**src/rtl/life_step.sv**
```systemverilog
// Game of Life generation engine: streams rows from a source memory through a
// three-row window and writes the next generation to a destination memory.
module life_step #(
   parameter int DATA_WIDTH = 8,
   parameter int DEPTH      = 200,
   parameter int ADDR_WIDTH = 8
) (
   input  logic                  clk,
   input  logic                  reset,
   input  logic                  start,
   output logic                  busy,
   output logic                  done,
   output logic [15:0]           generation,
   output logic [ADDR_WIDTH-1:0] read_addr,
   output logic                  read_enable,
   input  logic [DATA_WIDTH-1:0] read_data,
   output logic [ADDR_WIDTH-1:0] write_addr,
   output logic                  write_enable,
   output logic [DATA_WIDTH-1:0] write_data
);

   localparam logic [2:0] S_IDLE  = 3'd0;
   localparam logic [2:0] S_READ  = 3'd1;
   localparam logic [2:0] S_DRAIN = 3'd2;
   localparam logic [2:0] S_FLUSH = 3'd3;
   localparam logic [2:0] S_FIN   = 3'd4;

   localparam logic [ADDR_WIDTH-1:0] LAST_ROW = ADDR_WIDTH'(DEPTH - 1);

   logic [2:0]            state;
   logic                  vld_p1;
   logic                  have_row_p1;
   logic [ADDR_WIDTH-1:0] wr_idx;
   logic [DATA_WIDTH-1:0] prev_p1;
   logic [DATA_WIDTH-1:0] cur_p1;
   logic [DATA_WIDTH-1:0] below_p0;
   logic [DATA_WIDTH-1:0] next_p0;

   // Dead-padded neighbours on both sides, so edge columns never wrap around.
   function automatic logic [DATA_WIDTH-1:0] life_rule(
      input logic [DATA_WIDTH-1:0] up,
      input logic [DATA_WIDTH-1:0] mid,
      input logic [DATA_WIDTH-1:0] dn
   );
      logic [DATA_WIDTH+1:0] u;
      logic [DATA_WIDTH+1:0] m;
      logic [DATA_WIDTH+1:0] d;
      logic [3:0]            cnt;
      logic [DATA_WIDTH-1:0] res;
      u   = {1'b0, up, 1'b0};
      m   = {1'b0, mid, 1'b0};
      d   = {1'b0, dn, 1'b0};
      res = '0;
      for (int i = 0; i < DATA_WIDTH; i++) begin
         cnt = 4'(u[i]) + 4'(u[i+1]) + 4'(u[i+2])
             + 4'(m[i])              + 4'(m[i+2])
             + 4'(d[i]) + 4'(d[i+1]) + 4'(d[i+2]);
         res[i] = (cnt == 4'd3) || ((cnt == 4'd2) && m[i+1]);
      end
      return res;
   endfunction

   // Stage p0: combinational rule on the window plus the arriving row
   assign below_p0 = (state == S_FLUSH) ? '0 : read_data;
   assign next_p0  = life_rule(prev_p1, cur_p1, below_p0);
   assign busy     = (state != S_IDLE);

   // Stage p1: control, read sequencing and registered writes
   always_ff @(posedge clk or posedge reset) begin
      if (reset) begin
         state        <= S_IDLE;
         read_enable  <= 1'b0;
         read_addr    <= '0;
         vld_p1       <= 1'b0;
         have_row_p1  <= 1'b0;
         wr_idx       <= '0;
         write_enable <= 1'b0;
         write_addr   <= '0;
         write_data   <= '0;
         done         <= 1'b0;
         generation   <= '0;
      end else begin
         vld_p1       <= read_enable;
         write_enable <= 1'b0;
         done         <= 1'b0;
         if (done) begin
            generation <= generation + 16'd1;
         end
         case (state)
            S_IDLE: begin
               if (start) begin
                  state       <= S_READ;
                  read_enable <= 1'b1;
                  read_addr   <= '0;
                  have_row_p1 <= 1'b0;
                  wr_idx      <= '0;
               end
            end
            S_READ: begin
               if (read_addr == LAST_ROW) begin
                  state       <= S_DRAIN;
                  read_enable <= 1'b0;
                  read_addr   <= '0;
               end else begin
                  read_addr <= read_addr + ADDR_WIDTH'(1);
               end
            end
            S_DRAIN: state <= S_FLUSH;
            S_FLUSH: state <= S_FIN;
            S_FIN: begin
               state <= S_IDLE;
               done  <= 1'b1;
            end
            default: state <= S_IDLE;
         endcase
         // Row k arriving completes the neighbourhood of row k-1.
         if (vld_p1) begin
            have_row_p1 <= 1'b1;
            if (have_row_p1) begin
               write_enable <= 1'b1;
               write_addr   <= wr_idx;
               write_data   <= next_p0;
               wr_idx       <= wr_idx + ADDR_WIDTH'(1);
            end
         end
         if (state == S_FLUSH) begin
            write_enable <= 1'b1;
            write_addr   <= wr_idx;
            write_data   <= next_p0;
         end
      end
   end

   // Stage p1: rolling row window, cleared whenever a step begins
   always_ff @(posedge clk) begin
      if ((state == S_IDLE) && start) begin
         prev_p1 <= '0;
         cur_p1  <= '0;
      end else if (vld_p1) begin
         prev_p1 <= cur_p1;
         cur_p1  <= read_data;
      end
   end

endmodule

```
**config.mk**
```make
export PLATFORM = sky130hd
export DESIGN_NAME = life_step
export DESIGN_NICKNAME = d
export VERILOG_FILES = /design/src/rtl/life_step.sv
export SDC_FILE = /design/constraint.sdc
export NUM_CORES = 1
export LEC_CHECK = 0
export BUFFER_PORTS_ARGS = -buffer_cell sky130_fd_sc_hd__buf_4
export CAP_MARGIN = 30
export CORE_ASPECT_RATIO = 1.2
export CORE_UTILIZATION = 30
export DETAILED_ROUTE_END_ITERATION = 7
export PLACE_DENSITY = 0.45
export SYNTH_ARGS = -nofsm -noshare
export SYNTH_HDL_FRONTEND = slang
export SYNTH_SLANG_ARGS = --single-unit
```
**constraint.sdc**
```tcl
create_clock -name clk -period 7.2 [get_ports clk]
set_input_delay 0.72 -clock clk [delete_from_list [all_inputs] [get_ports clk]]
set_output_delay 0.72 -clock clk [all_outputs]
set_load 0.02 [all_outputs]
```
==> run metrics, run 1 <==
status=finished clean; Rel. slew slack=0.479; via count=3036; post-CTS sizing=0; unrepaired setup endpoints after global routing=false; crit-path max FO=14; Max Cap Viol=0; Layout area overhead=22.8%; Max Slew Vio Count=0; Inserted Clock Buffers=9; post-layout util=0.376; power per cell area=233 nW/um2; Final Hold Viols=0; Port Buffers=54; Hold WC Path Type=reg -> reg; Post-Place Setup Slack=3.27 ns; crit path launch type=register; dpl cell area=4810 um2; share of cells above drive strength 1=0.173; Net Count, Synth=~480; initial core utilization=0.306; Vias/cell=4.67; Critical Path End=write_data[1]; endpoint class of the critical path=register; maximum clock frequency=between 200 and 300 MHz; Antenna diodes=0; YS warnings=0; min-delay src=read_enable; vias in the first global route=3212; Yosys cell types=48; Async SR Flop Fraction=0.778; initial antenna violation count=0; gpl congestion=0.756; first-pass GRT wire length=15.5 mm; largest net degree at the start of global routing=57; Lkg Pwr=2.59 nW; gr ovfl total=0; Worst-path clk slew=about 0.06 ns; peak supply drop=0.000106 V; clk root buf=clkbuf_16; Final Instance Area=about 5200 um2; DR iter-0 viols=98; DRC=0; post-route ant nets=0; final wirelength=between 9 and 10 mm; final setup fails=0; RR Startpoint=state[0]; mapped cell area=around 4200 um2; Clock Path Buffers=2; Avg WL per Cell=14.0 um; clk_skew=approximately 0.0075 ns; crit path DAT=roughly 4.1 ns; Tmin final=3.89 ns; clk sinks=72; cells after synthesis=approximately 420; RR Endpoint=write_data[1]; final-layout fill cell count=1409; Die Wd=110 um; Setup WS post-layout=3.31 ns; hold_ws=between 0.4 and 0.5 ns; proportion of synthesized chip area in sequential cells=0.409; FF+latch count, synth=72; die height=132 um; Syn Area/Cell=10.1 um2; CP startpoint=state[0]; DP Wirelength=6.64 mm; flop-to-flop setup slack=3.31 ns; crit path kind=reg -> reg; Worst-Skew Late Latency=0.34 ns; Critical Path RT=7.43 ns; H-tree depth=3; num ports=55; GRT Total Usage=0.139; First-pass DRT Iterations=5; Top FF cell, synth=dfrtp_1; Placeable Area=roughly 14000 um2; Hold-fix buffers, CTS=0; period utilization=0.540; die area=between 10000 and 15000 um2; TNS Setup=0 ns; EDFF count, synth=0; Slew @ Worst Pin=0.782 ns; CTS tree=yes; nets=536; FP Rows=47; r2r worst-path depth=12; Post-CTS Repair Setup Buffers=0
-- flip-flops by register name, summed over array words and instances, names as in the netlist --
signal	cells
read_enable	1
have_row_p1	1
generation	16
vld_p1	1
done	1
wr_idx	8
cur_p1	8
state	3
write_enable	1
read_addr	8
write_data	8
write_addr	8
prev_p1	8
-- cells by family (layout without fill, tap and decap cells) --
kind of cell,after synthesis,count (layout),synth area share
simple gates,140,140,0.160
flops,72,72,0.409
compound gates,57,57,0.0877
xor+xnor,18,18,0.0375
buf+inv,60,122,0.0598
mux,19,19,0.0455
fa+ha+maj,51,51,0.200
-- cells in the final DEF (no fill, tap or decap), types with 7 or more instances in the layout --
master / netlist / final
fa_1: 27 / 27
inv_1: 48 / 47
buf_4: 2 / 56
ha_1: 24 / 24
nand3_1: 13 / 13
nor2_1: 32 / 32
nand2_1: 58 / 58
xor2_1: 7 / 7
dfxtp_1: 16 / 16
xnor2_1: 11 / 11
a22o_1: 7 / 7
clkbuf_16: 0 / 9
o21ai_0: 28 / 28
mux2i_1: 18 / 18
a21oi_1: 7 / 7
dfrtp_1: 56 / 56
-- power breakdown --
part	internal (mW)	switching, mW	leakage [nW]
Sequential	0.424	0.0156	0.816
Clock	0.357	0.176	0.172
Combinational	0.103	0.126	1.60
-- cell usage after synthesis, drive strengths merged, types with 3 or more instances --
master  count  area share
nor3        3      0.0036
dfxtp      16       0.076
a22o        7       0.015
a21oi       8       0.010
xnor2      11       0.023
clkbuf      5      0.0045
nand4       6       0.010
nor2       32       0.029
ha         24       0.071
and3        4      0.0059
buf         7       0.012
o21ai      28       0.033
inv        48       0.043
dfrtp      56        0.33
nor4        3      0.0045
nand2      59       0.053
nand3b      4      0.0071
mux2i      18       0.043
fa         27        0.13
nand3      13       0.015
xor2        7       0.015
and2        5      0.0074
-- worst max-delay path, cell delays in order (launching register included) --
cell and delay, ns:
dfrtp_1 0.56, nand3b_1 0.44, and2_1 0.37, fa_1 0.49, inv_1 0.05, fa_1 0.43
inv_1 0.09, fa_1 0.19, inv_1 0.06, fa_1 0.37, a2111oi_0 0.39, a21oi_1 0.09
o41ai_2 0.28
-- layout make-up --
type                    instances  area [um2]  share of cell area
clock buffers                  11         253              0.0489
clock inverters                 5         103              0.0199
flip-flops and latches         72        1720               0.333
multi-input cells             285        2230               0.432
repair buffers                 58         463              0.0896
inverters                      48         180              0.0349
well taps                     171         214              0.0414
-- through the flow --
| step | cells | total power [mW] |
|---|---|---|
| 2_1_floorplan | 417 | 0.604 |
| 3_3_place_gp | 632 | 0.670 |
| 3_5_place_dp | 634 | 0.679 |
| 4_1_cts | 650 | 1.23 |
| 5_1_grt | 650 | 1.28 |
| 6_report | 650 | 1.20 |
-- worst min path at each step --
stage | slack [ns] | end | cells after the start
3_3_place_gp | 0.42 | vld_p1 | 0
5_1_grt | 0.45 | vld_p1 | 0
3_5_place_dp | 0.42 | vld_p1 | 0
4_1_cts | 0.44 | vld_p1 | 0
6_report | 0.45 | vld_p1 | 0
2_1_floorplan | 0.47 | prev_p1[0] | 2
-- layer usage --
metal,track usage,wire (um),vias to the layer above
li1,-,-,1503
met1,0.173,4040,1469
met2,0.231,4550,54
met3,0.0273,368,10
met4,0.0614,142,0
met5,0,0,-
Note: power is estimated with default switching activity, not from simulation.
==> run 2: changes to the inputs <==
==> constraint.sdc (replaced) <==
create_clock -name clk -period 3.9 [get_ports clk]
set_input_delay 0.39 -clock clk [delete_from_list [all_inputs] [get_ports clk]]
set_output_delay 0.39 -clock clk [all_outputs]
set_load 0.02 [all_outputs]
==> run 2 against run 1 <==
Via count increased by 2.0%; clock power increased by 70%; power increased by 77%.
==> run metrics, run 2 (synthesis gave the netlist of run 1 again) <==
status=finished clean; crit path kind=reg -> reg; Worst-path clk slew=~0.06 ns; crit path DAT=roughly 3.5 ns; Largest register FFs=16; gpl congestion=approximately 0.76; period utilization=0.827; TNS Setup=0 ns; Hold WC Path Type=in -> async; final setup fails=0; DRC=0; Vias/cell=4.74; post-CTS sizing=0; RR Startpoint=state[2]; Placeable Area=around 14000 um2; Top reg by flops=generation; P_sw=583 uW; clk sinks=72; via count=3097; Final Instance Area=5140 um2; clock power share=0.425; GRT Total Usage=0.137; die area=14500 um2; num ports=55; Setup WS post-layout=0.675 ns; Slew @ Worst Pin=0.791 ns; initial antenna violation count=0; die height=roughly 130 um; clk_skew=slightly below 0.009 ns; First-pass DRT Iterations=6; gr ovfl total=0; vias in the first global route=3160; power per cell area=around 410 nW/um2; Logic pwr share=0.193; post-route ant nets=0; first-pass GRT wire length=roughly 15 mm; Die Wd=110 um; final-layout fill cell count=approximately 1.4k; Worst-Skew Late Latency=roughly 0.34 ns; commonest non-fill, non-tap cell in the layout=buf_4; Hold-fix buffers, CTS=0; clk root buf=clkbuf_16; most frequent cells in the layout=buf_4, nand2_1, dfrtp_1, inv_1, nor2_1; maximum clock frequency=310 MHz; crit-path max FO=2; CTS tree=yes; post-layout util=0.373; slowest stage delay, CP=0.49 ns; Antenna diodes=0; DP Wirelength=6.48 mm; dpl cell area=roughly 4800 um2; Post-CTS Repair Setup Buffers=0; Lkg Pwr=roughly 2.6 nW; Final Hold Viols=0; DR iter-0 viols=between 100 and 150; flop-to-flop setup slack=about 0.67 ns; RR Endpoint=write_data[1]; final wirelength=8.97 mm; endpoint class of the critical path=register; Post-Place Setup Slack=0.644 ns; peak supply drop=approximately 0.0002 V; Layout area overhead=22.1%; r2r worst-path depth=12; Critical Path RT=4.14 ns; initial core utilization=0.306; largest net degree at the start of global routing=37; Inserted Clock Buffers=9; critical path cell sequence=nand3b_1 -> and2_1 -> fa_1 -> inv_1 -> fa_1 -> inv_1 -> fa_1 -> inv_1 -> fa_1 -> a2111oi_0 -> a21oi_1 -> o41ai_2; Crit-path slowest cell=fa_1; Avg WL per Cell=13.7 um; Reg power frac=0.382; Tmin final=3.23 ns; unrepaired setup endpoints after global routing=false; Max Slew Vio Count=0; Rel. slew slack=0.472; switch share=0.274; Internal=1.55 mW; H-tree depth=3; total chip power=2.13 mW; crit path launch type=register; CP dominant cell by count=fa_1; Port Buffers=54; share of cells above drive strength 1=0.176; Clock Path Buffers=2; FP Rows=47; nets=540; Max Cap Viol=0
==> run 2: cell count changes in the layout (fill, tap and decap cells not counted), sizes merged <==
cell	delta
buf	+4
bufinv	-1
clkinv	+1
==> run 2: worst max-delay path: cells and delay by family (launching register included) <==
kind,cells,cell delay [ns]
adders and majority gates,4,1.47
AOI/OAI and AO/OA,3,0.74
and+or+nand+nor,2,0.38
DFF,1,0.37
buffers and inverters,3,0.19
==> run 2: cell type report <==
type	count	area, um2	area share
multi-input combinational	285	2230	0.435
clock buffer	11	243	0.0472
timing repair buffer	62	465	0.0906
tap	171	214	0.0416
clock inverter	5	80.1	0.0156
inverter	48	180	0.0351
sequential	72	1720	0.335
==> run 2: worst max path at each step <==
| stage | from | endpoint | slack (ns) |
|---|---|---|---|
| final | state[2] | write_data[1] | 0.67 |
| after global routing | state[2] | write_data[1] | 0.44 |
| after CTS | state[2] | write_data[1] | 0.64 |
| after detailed placement | state[2] | write_data[1] | 0.64 |
| after global placement | state[2] | write_data[1] | 0.71 |
| after floorplan | state[2] | write_data[1] | 0.47 |
==> run 2: routing by layer <==
metal / track usage / share of wire / vias to the layer above
li1: - / - / 1512
met1: 0.170 / 0.45 / 1515
met2: 0.224 / 0.49 / 58
met3: 0.0273 / 0.037 / 12
met4: 0.0680 / 0.022 / 0
met5: 0 / 0 / -
==> run 2: power groups by stage <==
| stage | clock, mW | combinational (mW) | sequential, mW |
|---|---|---|---|
| after floorplan | 0 | 0.258 | 0.858 |
| final | 0.905 | 0.412 | 0.813 |
| after global placement | 0 | 0.407 | 0.830 |
| after detailed placement | 0 | 0.421 | 0.827 |
| after global routing | 0.963 | 0.481 | 0.819 |
| after CTS | 0.932 | 0.424 | 0.814 |
==> run 2: stage by stage <==
step,hold WS (ns),instances
2_1_floorplan,0.467,417
3_3_place_gp,0.409,638
3_5_place_dp,0.433,638
4_1_cts,0.248,654
5_1_grt,0.285,654
6_report,0.208,654
